<file path="src/rtl/bcd_subtractor_serial.sv">
// Digit-serial signed BCD subtractor: computes |A - B| one decimal digit per clock,
// followed by a ten's-complement pass when the raw difference is negative.
module bcd_subtractor_serial #(
    parameter int DIGITS = 2
) (
    input  logic                  clk,
    input  logic                  rst_n,
    input  logic                  start,
    input  logic [4*DIGITS-1:0]   A,
    input  logic [4*DIGITS-1:0]   B,
    output logic                  busy,
    output logic                  done,
    output logic [4*DIGITS-1:0]   DIFF_BCD,
    output logic                  NEGATIVE,
    output logic                  INVALID
);

    localparam int W  = 4 * DIGITS;
    localparam int IW = (DIGITS > 1) ? $clog2(DIGITS) : 1;

    typedef enum logic [1:0] {
        S_IDLE = 2'd0,
        S_SUB  = 2'd1,
        S_COMP = 2'd2,
        S_DONE = 2'd3
    } state_t;

    state_t          state_q, state_d;
    logic [IW-1:0]   idx_q, idx_d;
    logic            borrow_q, borrow_d;
    logic [W-1:0]    a_q, a_d;
    logic [W-1:0]    b_q, b_d;
    logic [W-1:0]    r_q, r_d;
    logic [W-1:0]    diff_q, diff_d;
    logic            neg_q, neg_d;
    logic            inv_q, inv_d;
    logic            busy_q, busy_d;
    logic            done_q, done_d;
    logic [4:0]      step_s;
    logic            last_s;

    function automatic logic [3:0] get_nib(input logic [W-1:0] v, input logic [IW-1:0] i);
        get_nib = v[{i, 2'b00} +: 4];
    endfunction

    function automatic logic [W-1:0] set_nib(input logic [W-1:0] v, input logic [IW-1:0] i,
                                             input logic [3:0] d);
        logic [W-1:0] o;
        o = v;
        o[{i, 2'b00} +: 4] = d;
        set_nib = o;
    endfunction

    function automatic logic has_bad_nib(input logic [W-1:0] v);
        logic bad;
        bad = 1'b0;
        for (int i = 0; i < DIGITS; i++) begin
            if (v[i*4 +: 4] > 4'd9) begin
                bad = 1'b1;
            end
        end
        has_bad_nib = bad;
    endfunction

    // Returns {borrow_out, digit}; a negative 5-bit intermediate is folded back by +10.
    function automatic logic [4:0] sub_digit(input logic [3:0] a, input logic [3:0] b,
                                             input logic bin);
        logic [4:0] t;
        t = {1'b0, a} - {1'b0, b} - {4'd0, bin};
        if (t[4]) begin
            t = t + 5'd10;
            sub_digit = {1'b1, t[3:0]};
        end else begin
            sub_digit = {1'b0, t[3:0]};
        end
    endfunction

    // Next-state and datapath: accept requests, walk digits, load results on DONE entry.
    always_comb begin
        state_d  = state_q;
        idx_d    = idx_q;
        borrow_d = borrow_q;
        a_d      = a_q;
        b_d      = b_q;
        r_d      = r_q;
        diff_d   = diff_q;
        neg_d    = neg_q;
        inv_d    = inv_q;
        step_s   = 5'd0;
        last_s   = (idx_q == IW'(DIGITS - 1));

        case (state_q)
            S_IDLE, S_DONE: begin
                if (start) begin
                    a_d      = A;
                    b_d      = B;
                    idx_d    = {IW{1'b0}};
                    borrow_d = 1'b0;
                    r_d      = {W{1'b0}};
                    if (has_bad_nib(A) || has_bad_nib(B)) begin
                        state_d = S_DONE;
                        diff_d  = {W{1'b0}};
                        neg_d   = 1'b0;
                        inv_d   = 1'b1;
                    end else begin
                        state_d = S_SUB;
                    end
                end else begin
                    state_d = S_IDLE;
                end
            end
            S_SUB: begin
                step_s   = sub_digit(get_nib(a_q, idx_q), get_nib(b_q, idx_q), borrow_q);
                r_d      = set_nib(r_q, idx_q, step_s[3:0]);
                borrow_d = step_s[4];
                if (last_s) begin
                    idx_d = {IW{1'b0}};
                    if (step_s[4]) begin
                        // Raw difference wrapped negative: recover magnitude by complementing.
                        state_d  = S_COMP;
                        borrow_d = 1'b0;
                    end else begin
                        state_d = S_DONE;
                        diff_d  = r_d;
                        neg_d   = 1'b0;
                        inv_d   = 1'b0;
                    end
                end else begin
                    idx_d = idx_q + 1'b1;
                end
            end
            S_COMP: begin
                step_s   = sub_digit(4'd0, get_nib(r_q, idx_q), borrow_q);
                r_d      = set_nib(r_q, idx_q, step_s[3:0]);
                borrow_d = step_s[4];
                if (last_s) begin
                    idx_d   = {IW{1'b0}};
                    state_d = S_DONE;
                    diff_d  = r_d;
                    neg_d   = 1'b1;
                    inv_d   = 1'b0;
                end else begin
                    idx_d = idx_q + 1'b1;
                end
            end
            default: begin
                state_d = S_IDLE;
            end
        endcase

        busy_d = (state_d == S_SUB) || (state_d == S_COMP);
        done_d = (state_d == S_DONE);
    end

    // State, operand, result and handshake registers.
    always_ff @(posedge clk or negedge rst_n) begin
        if (!rst_n) begin
            state_q  <= S_IDLE;
            idx_q    <= {IW{1'b0}};
            borrow_q <= 1'b0;
            a_q      <= {W{1'b0}};
            b_q      <= {W{1'b0}};
            r_q      <= {W{1'b0}};
            diff_q   <= {W{1'b0}};
            neg_q    <= 1'b0;
            inv_q    <= 1'b0;
            busy_q   <= 1'b0;
            done_q   <= 1'b0;
        end else begin
            state_q  <= state_d;
            idx_q    <= idx_d;
            borrow_q <= borrow_d;
            a_q      <= a_d;
            b_q      <= b_d;
            r_q      <= r_d;
            diff_q   <= diff_d;
            neg_q    <= neg_d;
            inv_q    <= inv_d;
            busy_q   <= busy_d;
            done_q   <= done_d;
        end
    end

    assign busy     = busy_q;
    assign done     = done_q;
    assign DIFF_BCD = diff_q;
    assign NEGATIVE = neg_q;
    assign INVALID  = inv_q;

endmodule

</file>
<file path="config.mk">
export PLATFORM = sky130hd
export DESIGN_NAME = bcd_subtractor_serial
export DESIGN_NICKNAME = d
export VERILOG_FILES = /design/src/rtl/bcd_subtractor_serial.sv
export SDC_FILE = /design/constraint.sdc
export NUM_CORES = 1
export LEC_CHECK = 0
export CAP_MARGIN = 20
export CORE_MARGIN = 8
export CORE_UTILIZATION = 45
export CTS_CLUSTER_SIZE = 10
export DETAILED_ROUTE_END_ITERATION = 10
export PLACE_DENSITY = 0.67
export SLEW_MARGIN = 10
export SYNTH_ARGS = -nofsm -noshare
export SYNTH_HDL_FRONTEND = slang
export SYNTH_SLANG_ARGS = --single-unit
export TNS_END_PERCENT = 50
</file>
<file path="constraint.sdc">
create_clock -name clk -period 5.6 [get_ports clk]
set_clock_uncertainty 0.15 [all_clocks]
set_input_delay 0.84 -clock clk [delete_from_list [all_inputs] [get_ports clk]]
set_output_delay 0.84 -clock clk [all_outputs]
set_load 0.005 [all_outputs]
</file>
* After elaboration in Yosys (flattened, before gate mapping)
Cells that the tools add are included.
** Storage, ports and cells
- Register bits after elaboration :: 40
- Output and inout bits :: 12
** Cells by class
- Add/sub/neg operators :: 8
- Equal/unequal tests :: 11
- Shifts and indexed selects :: 6
- Reductions and logical operators :: 7
- Order comparisons :: 4
- Multiplexer cells :: 43
** Operator list (count)
- $mux 8 :: 6
- $pmux 8 s3 :: 2
- $shiftx 8x4->4 :: 3
- $mux 1 :: 20
- $mux 5 :: 4
- $bwmux 8 :: 2
- $gt 4x4->1 const B :: 4
- $shiftx 4x5->8 :: 2
- $ne 2x2->1 const B :: 5
- $sub 5x1->5 :: 2
- $pmux 1 s3 :: 3
- $add 4x4->4 const B :: 2
- $eq 2x2->1 const B :: 4
- $mux 2 :: 4
- $shift 4x5->8 const A :: 1
- $pmux 2 s3 :: 1
- $neg 3->5 :: 1
- $reduce_and 5->1 :: 1
- $sub 1x4->5 const A :: 1
- $sub 4x4->5 :: 1
- $eq 2x1->1 const B :: 2
- $reduce_or 2->1 :: 2
- $logic_not 2->1 :: 1
- $logic_or 1x1->1 :: 2
- other kinds (3) :: 3

* Longest topological paths before layout
- Depth after elaboration :: 11
- Gate-level depth with buffers :: 15

* Least setup slack after synthesis
No wires, ideal clock.
- Path type :: register to register
- Start point :: register idx_q
- End point :: register diff_q[2] (netlist: DIFF_BCD[2])
- Clock period less this slack :: 3760 ps
- Library setup time :: 125 ps
- Path buffers :: 3
- Stages on the path, launching flop included :: 16
- Setup slack :: 1840 ps
- Arrival time :: 3485 ps
- Path through :: dfrtp_1 > buf_6 > clkbuf_1 > buf_1 > mux2i_1 > fa_1 > inv_1 > fa_1 > xnor2_1 > ha_1 > and2_1 > o22ai_1 > nand4_1 > a22oi_1 > a221oi_1 > mux2_2
** Between the ends
- Longest elaborated chain between the ends :: 11
** Ends and longest elaborated chain
- start: declaration :: RTL line 29 : logic [IW-1:0] idx_q, idx_d;
- start signal: assignment :: RTL line 159 : idx_q <= {IW{1'b0}};
- start signal: assignment :: RTL line 171 : idx_q <= idx_d;
- $shiftx 8x4->4 :: RTL line 43 : get_nib = v[{i, 2'b00} +: 4];
- $sub 4x4->5 :: RTL line 69 : t = {1'b0, a} - {1'b0, b} - {4'd0, bin};
- $sub 5x1->5 :: RTL line 69
- $add 4x4->4 :: RTL line 71 : t = t + 5'd10;
- $mux 5 :: RTL line 70 : if (t[4]) begin
- $mux 5 :: RTL line 92 : case (state_q)
- $shiftx 4x5->8 :: RTL line 50 : o[{i, 2'b00} +: 4] = d;
- $bwmux 8 :: RTL line 50
- $mux 8 :: RTL line 118 : if (step_s[4]) begin
- $mux 8 :: RTL line 116 : if (last_s) begin
- $pmux 8 s3 :: RTL line 92
- end signal: assignment :: RTL line 164 : diff_q <= {W{1'b0}};
- end signal: assignment :: RTL line 176 : diff_q <= diff_d;
- end: declaration :: RTL line 34 : logic [W-1:0] diff_q, diff_d;
Several ways; a longest one is shown, not always the timed one. The select of a mux whose other input is x is not followed.
A chain may end at the register's enable or synchronous reset.

* Final worst setup path
Same ends and word-level chain as after synthesis.

==> results.cfg <==
[floorplanning]
start_util_pct = 46.0
die_height_um = 87.5
core_um2 = 5010
num_rows = 26
ios = 31
die_w_um = 87.5
die_area_um2 = 7660

[clocking]
clock_path_buffers = 2
htree_levels = 2
ctsHoldBuffers = 0
root_buffer = clkbuf_8
cts_resized = 0
cts_sinks = 40
cts_tree = done
insertion_delay_ns = 0.30
cts_setup_buffers = 0
clkSlewWorstSetupHoldPaths_ns = 0.08
numCtsBuffers = 5

[sta]
post-route-min-period_ns = 3.85
setup_viol = 0
fmax_mhz = 260
relSlewSlack_pct = 42.6
fin_tns_setup_ns = 0
worstMarginPinSlew_ns = 0.861
post-route-period-util_pct = 68.7
hold_violations = 0
drv_slew = 0
rsz0062_at_grt = false

[finish]
antennaDiodeCount = 0
drive_above_1_share_pct = 16.9
utilization_pct = 55.2
final_cell_mix = dfrtp_1, clkdlybuf4s50_1, mux2_2
areaGrowthSynthToFinish_pct = 20.2
layout_commonest_cell = dfrtp_1
layout.nets = 276

[critical_path]
reg2reg_depth = 13
cp_max_fo = 19
endpoint_kind = register
critical_path_class = reg2reg
ff2ff_setup_slack_ns = 1.75
cp-start-kind = register
r2r_end = DIFF_BCD[2]
crit_arrival_ns = 3.88
worstReg2RegStart = idx_q
required_ns = 5.64

[synth]
syn_nets = 248
ys_seq_area_share_pct = 43.5
yosysUniqueCellTypes = 46
ys_ff_latch = 40
syn_inst = 214
yosys_warnings = 0
avgSynthCellArea_um2 = 10.8
synth.cell_area_um2 = 2300

[routing]
wire_per_inst_um = 14.4
drtPass1Iterations = 4
dr.max_layer_used = met4
drt-total-wl_um = 4520
wl_met3_um = 213
antenna_left = 0
vias_per_cell = 5.24
wl_met1_um = 2030
dr_total_vias = 1639
met2WireLength_um = 2210
drt_iter0_markers = 82
drc = 0

[grt]
grt_pass1_vias = 1648
grt_pass1_wl_um = 7870
grtUsageTotal_pct = 13.1
grt_overflow = 0
grt_max_degree = 41
antenna_found_initial = 0

[run]
drv_cap = 0

[worst_hold_path]
hold_end = DIFF_BCD[4]
hold_depth = 2
worstHoldPathType = reg2reg
min_from = DIFF_BCD[4]

[placement]
dp_hpwl_um = 3400
globalplace.congestion = 0.812
io_buffers = 30

[run_status]
status = completed
==> synthesized netlist by cell type (all sizes together) <==
cell	count	share of area (%)
a211o	1	0.38
a211oi	1	0.33
a21boi	1	0.33
a21o	5	1.6
a21oi	4	1.0
a221o	1	0.43
a221oi	3	1.7
a22oi	3	0.98
a31oi	1	0.27
a32oi	1	0.38
and2	2	0.54
buf	4	1.0
clkbuf	6	0.98
dfrtp	40	43
fa	2	1.7
ha	13	7.1
inv	15	2.4
mux2	25	12
mux2i	7	3.6
nand2	20	3.3
nand2b	1	0.27
nand3	2	0.65
nand3b	1	0.33
nand4	2	0.54
nor2	10	1.6
nor2b	3	0.82
nor3	3	0.65
o21ai	17	3.7
o21bai	1	0.33
o221ai	1	0.65
o22a	1	0.38
o22ai	3	0.82
o31ai	5	1.6
o41ai	1	0.71
or2	1	0.27
xnor2	5	1.9
xor2	2	0.76
==> sequential cells by signal, indices dropped and copies added (netlist names) <==
name,flops
busy,1
b_q,8
done,1
DIFF_BCD,8
INVALID,1
idx_q,1
state_q,2
r_q,8
borrow_q,1
a_q,8
NEGATIVE,1
==> worst max path at each step <==
stage | slack, ns | start | end | depth (start not counted)
after floorplan | 1.84 | idx_q | DIFF_BCD[2] | 15
after global placement | 1.83 | idx_q | DIFF_BCD[2] | 13
after detailed placement | 1.73 | idx_q | DIFF_BCD[2] | 13
after CTS | 1.72 | idx_q | DIFF_BCD[2] | 13
after global routing | 1.58 | idx_q | DIFF_BCD[2] | 13
final | 1.75 | idx_q | DIFF_BCD[2] | 13
==> critical path, stage by stage (launching register included) <==
cell and delay (ns):
dfrtp_1 0.56, buf_4 0.33, mux2_2 0.38, fa_1 0.39
inv_1 0.09, fa_1 0.44, inv_1 0.08, ha_1 0.23
and2_1 0.13, o22ai_1 0.12, nand4_1 0.11, a22oi_1 0.28
a221oi_1 0.14, mux2_2 0.29
==> logic make-up (layout without fill, tap and decap cells) <==
family                   Yosys count  in the layout  synth area share [%]
multiplexers                      32             32                  16.0
adder cells (fa/ha/maj)           15             15                  8.80
XOR/XNOR                           7              7                  2.66
AND/OR/NAND/NOR                   45             45                  8.97
buffers and inverters             25             54                  4.46
AO/OA/AOI/OAI                     50             50                  15.7
flip-flops                        40             40                  43.5
==> per-layer routing <==
layer	track usage, %	up-vias
li1	-	814
met1	15.8	786
met2	21.4	31
met3	4.06	8
met4	4.84	0
met5	0	-
==> final cells by class <==
type	instances	area, µm²
Fill cell	485	2240
Timing Repair Buffer	31	303
Tap cell	70	87.6
Multi-Input combinational cell	149	1200
Clock inverter	2	38.8
Inverter	15	56.3
Clock buffer	6	82.6
Sequential cell	40	1000
==> per-stage QoR <==
| step | hold slack (ns) | cells | worst slack, ns | instance area, µm² |
|---|---|---|---|---|
| 6_report | 0.331 | 313 | 1.75 | 2770 |
| 3_5_place_dp | 0.320 | 305 | 1.73 | 2650 |
| 4_1_cts | 0.337 | 313 | 1.72 | 2770 |
| 5_1_grt | 0.352 | 313 | 1.58 | 2770 |
| 2_1_floorplan | 0.318 | 214 | 1.84 | 2300 |
| 3_3_place_gp | 0.314 | 305 | 1.83 | 2650 |
Power is not shown: default switching activity piles up to over one toggle a cycle in this logic, so the estimate is an artifact.
